--- config.mk ---
export PLATFORM = sky130hd
export DESIGN_NAME = acc_argmax
export DESIGN_NICKNAME = d
export VERILOG_FILES = /design/src/rtl/acc_pkg.sv /design/src/rtl/top2_update.sv /design/src/rtl/acc_argmax.sv
export SDC_FILE = /design/constraint.sdc
export NUM_CORES = 1
export LEC_CHECK = 0
export ABC_CLOCK_PERIOD_IN_PS = 6460
export CAP_MARGIN = 30
export CORE_AREA = 5 5 118 120
export CTS_CLUSTER_DIAMETER = 150
export DETAILED_ROUTE_END_ITERATION = 16
export DIE_AREA = 0 0 123 125
export PLACE_DENSITY = 0.83
export SYNTH_ARGS = -nofsm -noshare
export SYNTH_HDL_FRONTEND = slang
export SYNTH_SLANG_ARGS = --single-unit
export TNS_END_PERCENT = 50
--- constraint.sdc ---
create_clock -name clk -period 6.46 [get_ports clk]
set_input_delay 0.969 -clock clk [delete_from_list [all_inputs] [get_ports clk]]
set_output_delay 0.969 -clock clk [all_outputs]
set_load 0.02 [all_outputs]
--- src/rtl/acc_pkg.sv ---
// Shared parameters and types for the ACC result stage (argmax over class scores).
package acc_pkg;

    localparam int SCORE_W = 8;
    localparam int NUM_CLS = 10;
    localparam int IDX_W   = 4;

    // Most negative score; a runner-up seeded with this can never outrank a real score.
    localparam logic signed [SCORE_W-1:0] SCORE_MIN = 8'sh80;

    // Index of the last class scanned before results are registered.
    localparam logic [IDX_W-1:0] LAST_IDX = IDX_W'(NUM_CLS - 1);

    typedef enum logic [1:0] {
        IDLE = 2'd0,
        SCAN = 2'd1,
        DONE = 2'd2
    } argmax_st_t;

endpackage

--- src/rtl/top2_update.sv ---
// Combinational top-two tracker: folds one new score into the running best/second pair.
module top2_update
    import acc_pkg::*;
(
    input  logic signed [SCORE_W-1:0] s,
    input  logic        [IDX_W-1:0]   idx,
    input  logic signed [SCORE_W-1:0] best,
    input  logic        [IDX_W-1:0]   best_idx,
    input  logic signed [SCORE_W-1:0] second,
    output logic signed [SCORE_W-1:0] best_nxt,
    output logic        [IDX_W-1:0]   best_idx_nxt,
    output logic signed [SCORE_W-1:0] second_nxt
);

    // A strictly larger score takes over best; a tie only feeds second so the lowest index keeps the win.
    always_comb begin
        best_nxt     = best;
        best_idx_nxt = best_idx;
        second_nxt   = second;
        if (s > best) begin
            second_nxt   = best;
            best_nxt     = s;
            best_idx_nxt = idx;
        end else if (s > second) begin
            second_nxt = s;
        end
    end

endmodule

--- src/rtl/acc_argmax.sv ---
// Captures ten ACC class scores, scans them one per cycle and presents argmax, score and margin.
module acc_argmax
    import acc_pkg::*;
(
    input  logic                      clk,
    input  logic                      rst,
    input  logic                      AccReady_i,
    input  logic [SCORE_W-1:0]        Num0_i,
    input  logic [SCORE_W-1:0]        Num1_i,
    input  logic [SCORE_W-1:0]        Num2_i,
    input  logic [SCORE_W-1:0]        Num3_i,
    input  logic [SCORE_W-1:0]        Num4_i,
    input  logic [SCORE_W-1:0]        Num5_i,
    input  logic [SCORE_W-1:0]        Num6_i,
    input  logic [SCORE_W-1:0]        Num7_i,
    input  logic [SCORE_W-1:0]        Num8_i,
    input  logic [SCORE_W-1:0]        Num9_i,
    output logic                      ResValid_o,
    input  logic                      ResReady_i,
    output logic [IDX_W-1:0]          ResClass_o,
    output logic [SCORE_W-1:0]        ResScore_o,
    output logic [SCORE_W-1:0]        ResMargin_o,
    output logic                      Busy_o,
    output logic [7:0]                DropCnt_o
);

    argmax_st_t state;
    argmax_st_t state_nxt;

    logic capture;
    logic drop;
    logic scan_last;

    logic signed [SCORE_W-1:0] shadow [NUM_CLS];
    logic        [IDX_W-1:0]   idx;
    logic signed [SCORE_W-1:0] best;
    logic        [IDX_W-1:0]   best_idx;
    logic signed [SCORE_W-1:0] second;

    logic signed [SCORE_W-1:0] best_nxt;
    logic        [IDX_W-1:0]   best_idx_nxt;
    logic signed [SCORE_W-1:0] second_nxt;
    logic signed [SCORE_W:0]   margin_wide;

    assign scan_last   = (idx == LAST_IDX);
    assign margin_wide = {best_nxt[SCORE_W-1], best_nxt} - {second_nxt[SCORE_W-1], second_nxt};
    assign ResValid_o  = (state == DONE);
    assign Busy_o      = (state != IDLE);

    top2_update u_top2 (
        .s            (shadow[idx]),
        .idx          (idx),
        .best         (best),
        .best_idx     (best_idx),
        .second       (second),
        .best_nxt     (best_nxt),
        .best_idx_nxt (best_idx_nxt),
        .second_nxt   (second_nxt)
    );

    // State register; reset drops any in-flight frame so ResValid_o falls at once.
    always_ff @(posedge clk or posedge rst) begin
        if (rst) begin
            state <= IDLE;
        end else begin
            state <= state_nxt;
        end
    end

    // Next state plus capture/drop decisions; a completing handshake may capture a new frame in the same cycle.
    always_comb begin
        state_nxt = state;
        capture   = 1'b0;
        drop      = 1'b0;
        case (state)
            IDLE: begin
                if (AccReady_i) begin
                    capture   = 1'b1;
                    state_nxt = SCAN;
                end
            end
            SCAN: begin
                drop = AccReady_i;
                if (scan_last) begin
                    state_nxt = DONE;
                end
            end
            DONE: begin
                if (ResReady_i) begin
                    if (AccReady_i) begin
                        capture   = 1'b1;
                        state_nxt = SCAN;
                    end else begin
                        state_nxt = IDLE;
                    end
                end else begin
                    drop = AccReady_i;
                end
            end
            default: state_nxt = IDLE;
        endcase
    end

    // Shadow copy of the scores, written only when a frame is accepted.
    always_ff @(posedge clk) begin
        if (capture) begin
            shadow[0] <= Num0_i;
            shadow[1] <= Num1_i;
            shadow[2] <= Num2_i;
            shadow[3] <= Num3_i;
            shadow[4] <= Num4_i;
            shadow[5] <= Num5_i;
            shadow[6] <= Num6_i;
            shadow[7] <= Num7_i;
            shadow[8] <= Num8_i;
            shadow[9] <= Num9_i;
        end
    end

    // Scan datapath: score 0 seeds best at capture, then one class is folded in per SCAN cycle.
    always_ff @(posedge clk or posedge rst) begin
        if (rst) begin
            idx      <= '0;
            best     <= '0;
            best_idx <= '0;
            second   <= '0;
        end else if (capture) begin
            idx      <= IDX_W'(1);
            best     <= Num0_i;
            best_idx <= '0;
            second   <= SCORE_MIN;
        end else if (state == SCAN) begin
            idx      <= idx + IDX_W'(1);
            best     <= best_nxt;
            best_idx <= best_idx_nxt;
            second   <= second_nxt;
        end
    end

    // Result registers load only as the last class is folded in, then hold through and after the handshake.
    always_ff @(posedge clk or posedge rst) begin
        if (rst) begin
            ResClass_o  <= '0;
            ResScore_o  <= '0;
            ResMargin_o <= '0;
        end else if ((state == SCAN) && scan_last) begin
            ResClass_o  <= best_idx_nxt;
            ResScore_o  <= best_nxt;
            ResMargin_o <= margin_wide[SCORE_W-1:0];
        end
    end

    // Saturating count of frames ignored because the block was busy.
    always_ff @(posedge clk or posedge rst) begin
        if (rst) begin
            DropCnt_o <= '0;
        end else if (drop && (DropCnt_o != 8'hFF)) begin
            DropCnt_o <= DropCnt_o + 8'd1;
        end
    end

endmodule
# Word level (Yosys, flattened, before mapping)
# Memories as Yosys holds them, arrays and structs flattened.
# Cells that the tools add are included.
# classes
magnitude_cmp,2
n_reduce_logical,6
eq_ne,7
n_mux,24
add_sub_neg,3
# ops
operator,count
two-way mux 8 bit,7
two-way mux 4 bit,5
greater-than comparator 8 bit,2
"adder 8 x 1 -> 8 bit, second input constant",1
"inequality test 8 bit, second input constant",1
subtractor 8 bit,1
two-way mux 1 bit,6
two-way mux 2 bit,3
case mux 2 bit (3 select lines),1
"adder 4 x 1 -> 4 bit, second input constant",1
"== test 4 bit, second input constant",1
"inequality test 2 bit, second input constant",2
case mux 1 bit (2 select lines),2
nonzero test 2 bit,2
AND reduction 3 bit,1
"== test 2 x 1 -> 1 bit, second input constant",1
"== test 2 bit, second input constant",1
logical AND 1 bit,2
logical NOT 2 bit,1
"inequality test 2 x 1 -> 1 bit, second input constant",1
# totals
mem_bits_rw,80
inputBits,84
out_inout_bits,30
word_cells,52
register_bits,54
memories,1
# mem_list
name,words,word_bits,read_ports,rd_ports_with_merged_regs,write_ports,line,source
shadow,10,8,1,0,10,acc_argmax.sv:34,logic signed [SCORE_W-1:0] shadow [NUM_CLS];

# Longest topological paths before layout
# Gate-level depths: netlist of run 1.
# An unclocked memory read counts as a cell.
# logic_depth
word_depth,6
depth_mapped,26
mapped_depth_nobuf,22

# Hierarchy
# From an unflattened synthesis of run 1, not the netlist that was laid out.
# unflattened
hier_cells,500
area_unflattened_um2,6488.7
# by_module_without_submodules
mod,area_each_um2,cells_each,seq_area_each_um2,instances
acc_argmax,5756.8,415,3753.6,1
top2_update,732.0,85,0.0,1

# Worst setup path after synthesis of run 1
# No wires, ideal clock.
# synth_timing
path_type,register -> register
from,register idx[0]
to,register ResMargin_o[7]
setup_time_ns,0.094
stages_incl_launch_ff,26
period_less_slack_ns,5.221
t_arrival_ns,5.128
required_time_ns,6.366
n_path_buf,6
setup_slack_ns,1.239
path_cell_list,dfrtp_1 > buf_4 > buf_4 > buf_4 > mux4_2 > a211oi_1 > a21oi_1 > inv_1 > ha_1 > a41o_1 > a32oi_1 > buf_2 > buf_2 > buf_1 > nand2_1 > o21ai_1 > inv_1 > ha_1 > a21oi_1 > nand2_1 > a32o_1 > o211ai_2 > a31oi_2 > o21ai_2 > a211oi_1 > a221oi_2
# synth_between
elab_chain_cells,5
word_cells_on_any_way,9
cone_classes,add/sub: 1; order compare: 2; eq/ne: 1; mux: 3; reduce/logical: 1; memory: 1
# synth_lines
item,line,source
from (decl),acc_argmax.sv:35,logic [IDX_W-1:0] idx;
from (signal assigned),acc_argmax.sv:133,idx <= idx + IDX_W'(1);
memory (10 x 8 bit),n/a,
greater-than comparator 8 bit,top2_update.sv:24,end else if (s > second) begin
two-way mux 8 bit,top2_update.sv:24,
two-way mux 8 bit,top2_update.sv:20,if (s > best) begin
subtractor 8 bit,acc_argmax.sv:46,"assign margin_wide = {best_nxt[SCORE_W-1], best_nxt} - {second_nxt[SCORE_W-1], second_nxt};"
to (signal assigned),acc_argmax.sv:149,ResMargin_o <= margin_wide[SCORE_W-1:0];
to (decl),acc_argmax.sv:22,"output logic [SCORE_W-1:0] ResMargin_o,"
# Several ways; a longest one is shown, not always the timed one.
# A chain may end at the register's enable or synchronous reset.

# Worst setup path after layout of run 1
# Same ends and word-level chain as after synthesis.

==> results of run 1 <==
## kinds of logic (layout without fill, tap and decap cells)
family / count (synthesis) / count (layout) / synth area share, %
flip-flops: 134 / 134 / 57.13
adder cells (fa/ha/maj): 27 / 27 / 5.256
multiplexers: 40 / 40 / 9.141
AND/OR/NAND/NOR: 142 / 142 / 9.903
AO/OA/AOI/OAI: 124 / 124 / 12.85
buffers and inverters: 53 / 178 / 3.314
XOR/XNOR: 18 / 18 / 2.400
## flip-flops by register name (all words and copies together), names as in the netlist
signal	flops
shadow	80
DropCnt_o	8
ResMargin_o	8
ResScore_o	8
best	8
second	8
ResClass_o	4
best_idx	4
idx	4
state	2
## synth_stat cells, types with 7 or more instances
master | n | share of area, %
a21oi_1 | 22 | 1.7
o21ai_0 | 21 | 1.6
nor2_1 | 37 | 2.1
o21ai_1 | 15 | 1.1
xnor2_1 | 12 | 1.6
nand3_1 | 7 | 0.53
a31oi_1 | 10 | 0.95
inv_1 | 26 | 1.5
mux4_2 | 13 | 4.5
ha_1 | 26 | 5.0
edfxtp_1 | 80 | 37
mux2i_1 | 21 | 3.2
nand2_1 | 59 | 3.4
dfrtp_1 | 54 | 21
o211ai_1 | 9 | 1.0
clkbuf_1 | 15 | 0.86
a211oi_1 | 12 | 1.4
nor2b_1 | 11 | 1.0
## worst max-delay path: stages (launching register included)
cell and delay [ns]:
dfrtp_2 0.94, mux4_2 0.59, nor2b_1 0.15, a211oi_1 0.28, a21oi_2 0.12, ha_1 0.36, nand4_1 0.18, nor2_1 0.10
a211oi_1 0.51, nor2_1 0.30, mux2i_1 0.18, o21ai_1 0.27, inv_1 0.08, ha_1 0.27, a21oi_1 0.21, nand2_1 0.08
a32o_1 0.24, o211ai_2 0.19, a31oi_2 0.13, o21ai_2 0.21, a211oi_1 0.12, a221oi_2 0.22
## worst max-delay path by stage
stage / start / endpoint / slack (ns) / cells after the start
CTS: idx[0] / ResMargin_o[7] / 0.55 / 21
global placement: idx[0] / ResMargin_o[7] / 0.79 / 21
detailed placement: idx[0] / ResMargin_o[7] / 0.58 / 21
floorplan: idx[0] / ResMargin_o[7] / 1.24 / 25
global route: idx[0] / ResMargin_o[7] / 0.03 / 21
finish: idx[0] / ResMargin_o[7] / 0.63 / 21
## layer usage
| layer | up-vias | track usage (%) | part of all wire (%) |
|---|---|---|---|
| met5 | - | 0 | 0 |
| met4 | 0 | 7.362 | 1.4 |
| met3 | 16 | 4.968 | 5.6 |
| met2 | 139 | 33.03 | 49 |
| met1 | 2226 | 26.45 | 44 |
| li1 | 2226 | - | - |
## final cells by class
type,instances,share of cell area [%]
clock buffers,18,5.072
clock inverters,13,1.848
inverters,27,1.227
multi-input cells,351,30.89
flip-flops and latches,134,44.37
well taps,176,2.602
repair buffers,120,13.99
## metrics by stage
step | hold slack [ns] | utilization [%] | cells
2_1_floorplan | 0.4862 | - | 538
3_3_place_gp | 0.4609 | 61.18 | 808
3_5_place_dp | 0.4691 | 61.18 | 808
4_1_cts | 0.4812 | 65.72 | 839
5_1_grt | 0.4965 | 65.72 | 839
6_report | 0.4743 | 65.72 | 839
==> metrics.csv, run 1 <==
stage;metric;value;unit
route;detailroute.via_count;4607;
worst_hold_path;worstHoldStart;ResScore_o[6];
critical_path;worstSetupStartpointType;flop;
placed_design;post_place_cell_area;7876;um2
final_layout;multiInputGateArea;2614;um2
critical_path;worst-setup-path-type;reg2reg;
yosys;edff_count_synth;80;
floorplan;floorplan.die.width;123;um
sta;clock-skew-final;0.007340;ns
cts;cts_tree;done;
critical_path;cp_max_fo;33;
worst_hold_path;hold_path.class;reg2reg;
grt;overall_global_routing_resource_usage;20.30;%
placed_design;pre_cts_slack;0.5813;ns
critical_path;worstPathRequired;6.78;ns
floorplan;initial_core_utilization;51.03;%
route;routed_via_density;5.491;
yosys;ys.warnings.count;0;
grt;grt_pass1_wl;24180;um
route;drt_iter0_drc;249;
sta;fin_setup_tns;0;ns
sta;final_max_slew_viol_count;0;
floorplan;dieArea;15380;um2
cts;cts_buffer_depth;2;
cts;numCtsBuffers;17;
final_layout;fill_cell_instance_count_of_the_final_layout;984;
yosys;postSynthNetCount;649;
sta;max_freq;0.1715;GHz
placed_design;place_congestion;0.8908;
grt;grt_antenna_before_repair;0;
floorplan;dieHeight;125;um
floorplan;rows;42;
cts;cts.sinks;134;
final_layout;antenna_cells;0;
yosys;synth-seq-cells;134;
final_layout;layout_common_cells;clkdlybuf4s50_1 (113), edfxtp_1 (80), nand2_1 (59);
run_status;result_of_the_run;finished, final reports clean;
final_layout;layout.area.seq;3755;um2
route;final_antenna_net_count;0;
yosys;syn-cell-area;6570;um2
yosys;syn-instance-count;538;
final_layout;design.final.nets;762;
final_layout;final_layout_size_suffix_gt1_share;10.26;%
critical_path;terminus_of_the_critical_flop_to_flop_path;ResMargin_o[7];
final_layout;final_area;8462;um2
sta;unrepaired_setup_endpoints_after_global_routing;false;
cts;path_clk_slew;0.06;ns
worst_hold_path;hold_end;ResScore_o[6];
grt;global_route.overflow_total;0;
worst_hold_path;depth_of_the_worst_hold_timing_path;2;
route;post_drt_wl_per_cell;17.61;um
floorplan;total_core_area;12870;um2
flow_run;maxCapViolations;0;
grt;first_global_vias;4870;
final_layout;syn2layout_area_growth;28.79;%
sta;worst-slew-pin-transition;0.8872;ns
cts;worst_skew_pair.late_latency;0.42;ns
critical_path;timing.reg2reg.worst_path_depth;21;
grt;grt_max_degree;62;
yosys;synth-main-ff-cell;edfxtp_1;
yosys;synth.avg_cell_area;12.21;um2
cts;cts_repair_resize_count;0;
route;drt_drc_violations_left;0;
critical_path;critical_path_arrival;6.15;ns
critical_path;regToRegStartpoint;idx[0];
route;dr.pass1.iters;4;
cts;htree_num_levels;4;
critical_path;ff2ff_setup_slack;0.63;ns
sta;timing.final.crit_period;5.831;ns
critical_path;worstSetupEndpointType;flop;
sta;finalCritPeriodShare;90.26;%
cts;cts.root.buffer_cell;clkbuf_16;
sta;relSlewSlack;40.86;%
yosys;seq_area_frac_synth;57.13;%
sta;final_hold_viol_count;0;
placed_design;io_buffer_count;113;
sta;post-route-worst-setup-slack;0.6294;ns
cts;ctsHoldBuffers;0;
yosys;synth.lib_cells_used.distinct;60;
placed_design;dp.final_hpwl;10860;um
route;totalWireLength;14780;um
cts;post_cts_buffers;0;
yosys;synth-async-reset-ratio;40.30;%
final_layout;most_frequent_standard_cell_in_the_layout_excluding_fill_and_tap_cells;clkdlybuf4s50_1;
sta;report.final.setup_viol;0;
floorplan;ios;114;
Power of run 1 is left out: the tool's default activity adds up to more than one toggle a clock period on the data nets, which glitch-free logic cannot reach.
==> run 2: changes to the inputs <==
--- a/config.mk
+++ b/config.mk
@@ -9,6 +9,7 @@
 export CAP_MARGIN = 30
 export CORE_AREA = 5 5 118 120
 export CTS_CLUSTER_DIAMETER = 150
+export CTS_CLUSTER_SIZE = 14
 export DETAILED_ROUTE_END_ITERATION = 16
 export DIE_AREA = 0 0 123 125
 export PLACE_DENSITY = 0.83
==> results of run 2 <==
Same layout as run 1: the final DEF is identical, and so are final timing and power.
Power of run 2 is left out for the same reason.
==> run 3: changes to the inputs <==
--- a/config.mk
+++ b/config.mk
@@ -5,14 +5,15 @@
 export SDC_FILE = /design/constraint.sdc
 export NUM_CORES = 1
 export LEC_CHECK = 0
+export ABC_AREA = 1
 export ABC_CLOCK_PERIOD_IN_PS = 6460
 export CAP_MARGIN = 30
-export CORE_AREA = 5 5 118 120
+export CORE_AREA = 5 5 119 121
 export CTS_CLUSTER_DIAMETER = 150
 export CTS_CLUSTER_SIZE = 14
 export DETAILED_ROUTE_END_ITERATION = 16
-export DIE_AREA = 0 0 123 125
-export PLACE_DENSITY = 0.83
+export DIE_AREA = 0 0 124 126
+export PLACE_DENSITY = 0.82
 export SYNTH_ARGS = -nofsm -noshare
 export SYNTH_HDL_FRONTEND = slang
 export SYNTH_SLANG_ARGS = --single-unit
==> run 3 against run 2 <==
Sequential cell count stayed put. Final cell count is 16% higher. Worst hold slack worse by 0.0012 ns. Sequential share of layout area is 0.20 points lower. Critical endpoint is now ResMargin_o[6].
==> metrics.csv, run 3 <==
stage;metric;value;unit;change
grt;gr-usage-met3;6.816;%;+1.8 points
yosys;synth-async-reset-ratio;40.30;%;unchanged
grt;grt_max_degree;94;;+52%
grt;first_global_vias;5390;;+11%
yosys;seq_area_frac_synth;56.12;%;-1.0 points
yosys;synthMostInstantiatedCell;nand2_1;;
critical_path;critical_path.startpoint;idx[1];;
critical_path;regToRegStartpoint;idx[1];;
route;dr.pass1.iters;5;;+1
final_layout;layout.area.seq;3754;um2;about the same
grt;grt_antenna_before_repair;0;;unchanged
yosys;synth-main-ff-cell;edfxtp_1;;
flow_run;maxCapViolations;0;;unchanged
floorplan;dieHeight;126;um;+0.80%
final_layout;instances_no_fill;977;;+16%
yosys;synth.avg_cell_area;9.837;um2;-19%
cts;ctsHoldBuffers;0;;unchanged
cts;cts_tree;done;;
yosys;synth-seq-cells;134;;unchanged
run_status;result_of_the_run;finished, final reports clean;;
floorplan;dieArea;15620;um2;+1.6%
floorplan;floorplan.die.width;124;um;+0.81%
floorplan;initial_core_utilization;51.53;%;+0.50 points
sta;final_hold_viol_count;0;;unchanged
final_layout;syn2layout_area_growth;27.03;%;
critical_path;terminus_of_the_critical_flop_to_flop_path;ResMargin_o[6];;
placed_design;place_congestion;0.8633;;-3.1%
placed_design;number_of_placed_instances_taps_included;945;;+17%
cts;worst_skew_pair.late_latency;0.43;ns;about the same
cts;htree_num_levels;4;;unchanged
critical_path;cp_max_fo;35;;+6.1%
sta;report.final.setup_viol;0;;unchanged
sta;clock-skew-final;0.01402;ns;+0.006685 ns
route;post_drt_wl_per_cell;16.34;um;-7.2%
route;detailroute.via_count;5337;;+16%
yosys;edff_count_synth;80;;unchanged
worst_hold_path;worstHoldStart;ResMargin_o[5];;
sta;relSlewSlack;41.29;%;+0.43 points
final_layout;layout_common_cells;nand2_1 (138), clkdlybuf4s50_1 (113), edfxtp_1 (80);;
placed_design;io_buffer_count;113;;unchanged
sta;finalCritPeriodShare;74.45;%;-16 points
cts;post_cts_buffers;0;;unchanged
placed_design;dp.final_hpwl;11280;um;+3.9%
grt;overall_global_routing_resource_usage;21.57;%;+1.3 points
final_layout;fill_cell_instance_count_of_the_final_layout;1041;;+5.8%
grt;grt_use_met1;29.15;%;+2.7 points
grt;global_route.overflow_total;0;;unchanged
cts;cts_buffer_depth;2;;unchanged
critical_path;ff2ff_setup_slack;1.65;ns;+1.02 ns
floorplan;total_core_area;12980;um2;+0.82%
yosys;post_synth_top_cells;nand2_1 (138), edfxtp_1 (80), nor2_1 (69);;
route;drt_iter0_drc;497;;+100%
cts;cts.sinks;134;;unchanged
yosys;cell_types_occupying_the_most_area_after_synthesis;edfxtp_1 (36%), dfrtp_1 (20%), nand2_1 (7.7%), ha_1 (4.9%), o21ai_0 (3.9%);;
yosys;syn-instance-count;680;;+26%
grt;top_usage_layer;met2;;
final_layout;design.final.nets;900;;+18%
critical_path;worstPathRequired;6.77;ns;about the same
grt;grt_pass1_wl;26170;um;+8.2%
worst_hold_path;hold_end;ResMargin_o[5];;
yosys;postSynthNetCount;791;;+22%
critical_path;worstSetupEndpointType;flop;;
sta;worst-slew-pin-transition;0.8797;ns;-0.007476 ns
route;drt_drc_violations_left;0;;unchanged
route;routed_via_density;5.463;;-0.52%
sta;fin_setup_tns;0;ns;unchanged
final_layout;antenna_cells;0;;unchanged
yosys;syn-cell-area;6689;um2;+1.8%
worst_hold_path;depth_of_the_worst_hold_timing_path;2;;unchanged
cts;numCtsBuffers;17;;unchanged
route;totalWireLength;15960;um;+8.0%
sta;timing.final.crit_period;4.810;ns;-1.021 ns
final_layout;multiInputGateArea;2507;um2;-4.1%
sta;unrepaired_setup_endpoints_after_global_routing;false;;
yosys;synth.lib_cells_used.distinct;41;;-32%
final_layout;number_of_flip_flops_under_the_largest_register_name;80;;unchanged
cts;cts.root.buffer_cell;clkbuf_16;;
floorplan;rows;42;;unchanged
sta;final_max_slew_viol_count;0;;unchanged
cts;cts_repair_resize_count;0;;unchanged
final_layout;largest_register;shadow;;
final_layout;most_frequent_standard_cell_in_the_layout_excluding_fill_and_tap_cells;nand2_1;;
cts;path_clk_slew;0.06;ns;about the same
yosys;ys.warnings.count;0;;unchanged
final_layout;final_layout_size_suffix_gt1_share;9.238;%;-1.0 points
critical_path;timing.reg2reg.worst_path_depth;24;;+14%
worst_hold_path;hold_path.class;reg2reg;;
critical_path;critical_path_arrival;5.12;ns;-1.03 ns
critical_path;worst-setup-path-type;reg2reg;;
sta;max_freq;0.2079;GHz;+21%
critical_path;worstSetupStartpointType;flop;;
floorplan;ios;114;;unchanged
grt;grt_use_met2;33.34;%;+0.31 points
route;final_antenna_net_count;0;;unchanged
yosys;synth_top_area_share;35.91;%;-0.65 points
yosys;synth_area_leader_cell;edfxtp_1;;
## run 3: changes by cell type in the layout (fill, tap and decap cells not counted), moves of 12 or more
cell and delta:
nand3_1 +41, mux2i_1 -21, nor2_1 +32, a211oi_1 -12, nand2_1 +79, o21ai_0 +30, mux4_2 -13, inv_1 +29
## run 3: metal layers
layer  vias to the layer above  share of wire (%)
met5                         -                  0
met4                         0                1.7
met3                        30                8.2
met2                       235                 47
met1                      2521                 43
li1                       2551                  -
## run 3: worst max path at each step
stage	end	cells after the start
global route	ResMargin_o[6]	28
floorplan	shadow[0][0]	3
global placement	ResMargin_o[6]	23
detailed placement	ResMargin_o[6]	24
CTS	ResMargin_o[6]	24
finish	ResMargin_o[6]	24
## run 3: layout make-up
class | instances | area share, %
Timing Repair Buffer | 117 | 13.90
Clock buffer | 18 | 5.051
Inverter | 66 | 2.916
Clock inverter | 13 | 1.855
Multi-Input combinational cell | 453 | 29.51
Tap cell | 176 | 2.592
Sequential cell | 134 | 44.18
## run 3: kinds of logic after synthesis
kind of cell	synth area share, %
XOR/XNOR	1.309
flip-flops	56.12
adder cells (fa/ha/maj)	5.163
AND/OR/NAND/NOR	18.78
AO/OA/AOI/OAI	12.07
buffers and inverters	6.566
## run 3: critical path, stage by stage, from the launching register on
cell and delay [ns]:
dfrtp_1 0.73, inv_2 0.32, o21ai_1 0.17, o22ai_1 0.10, o211ai_1 0.18, o21a_1 0.23, inv_1 0.08, ha_1 0.29
and3_1 0.19, a31oi_1 0.22, nand2_4 0.30, inv_2 0.34, a21oi_1 0.06, o21ai_0 0.10, o21ai_1 0.13, ha_1 0.24
fa_1 0.40, inv_1 0.07, nand3_1 0.10, nand2_1 0.11, nand3_1 0.10, nand2_1 0.07, nand2_1 0.04, nand3_1 0.06
nand2_1 0.05
## run 3: stage by stage
step	utilization (%)	setup slack (ns)	cell area (um2)	hold slack (ns)
after floorplan	-	2.214	6689	0.4958
after global placement	60.73	1.954	7883	0.4644
after detailed placement	60.73	1.711	7883	0.4647
after CTS	65.25	1.666	8469	0.4801
after global routing	65.46	1.192	8497	0.5086
final	65.46	1.650	8497	0.4731
Power of run 3 is left out for the same reason.
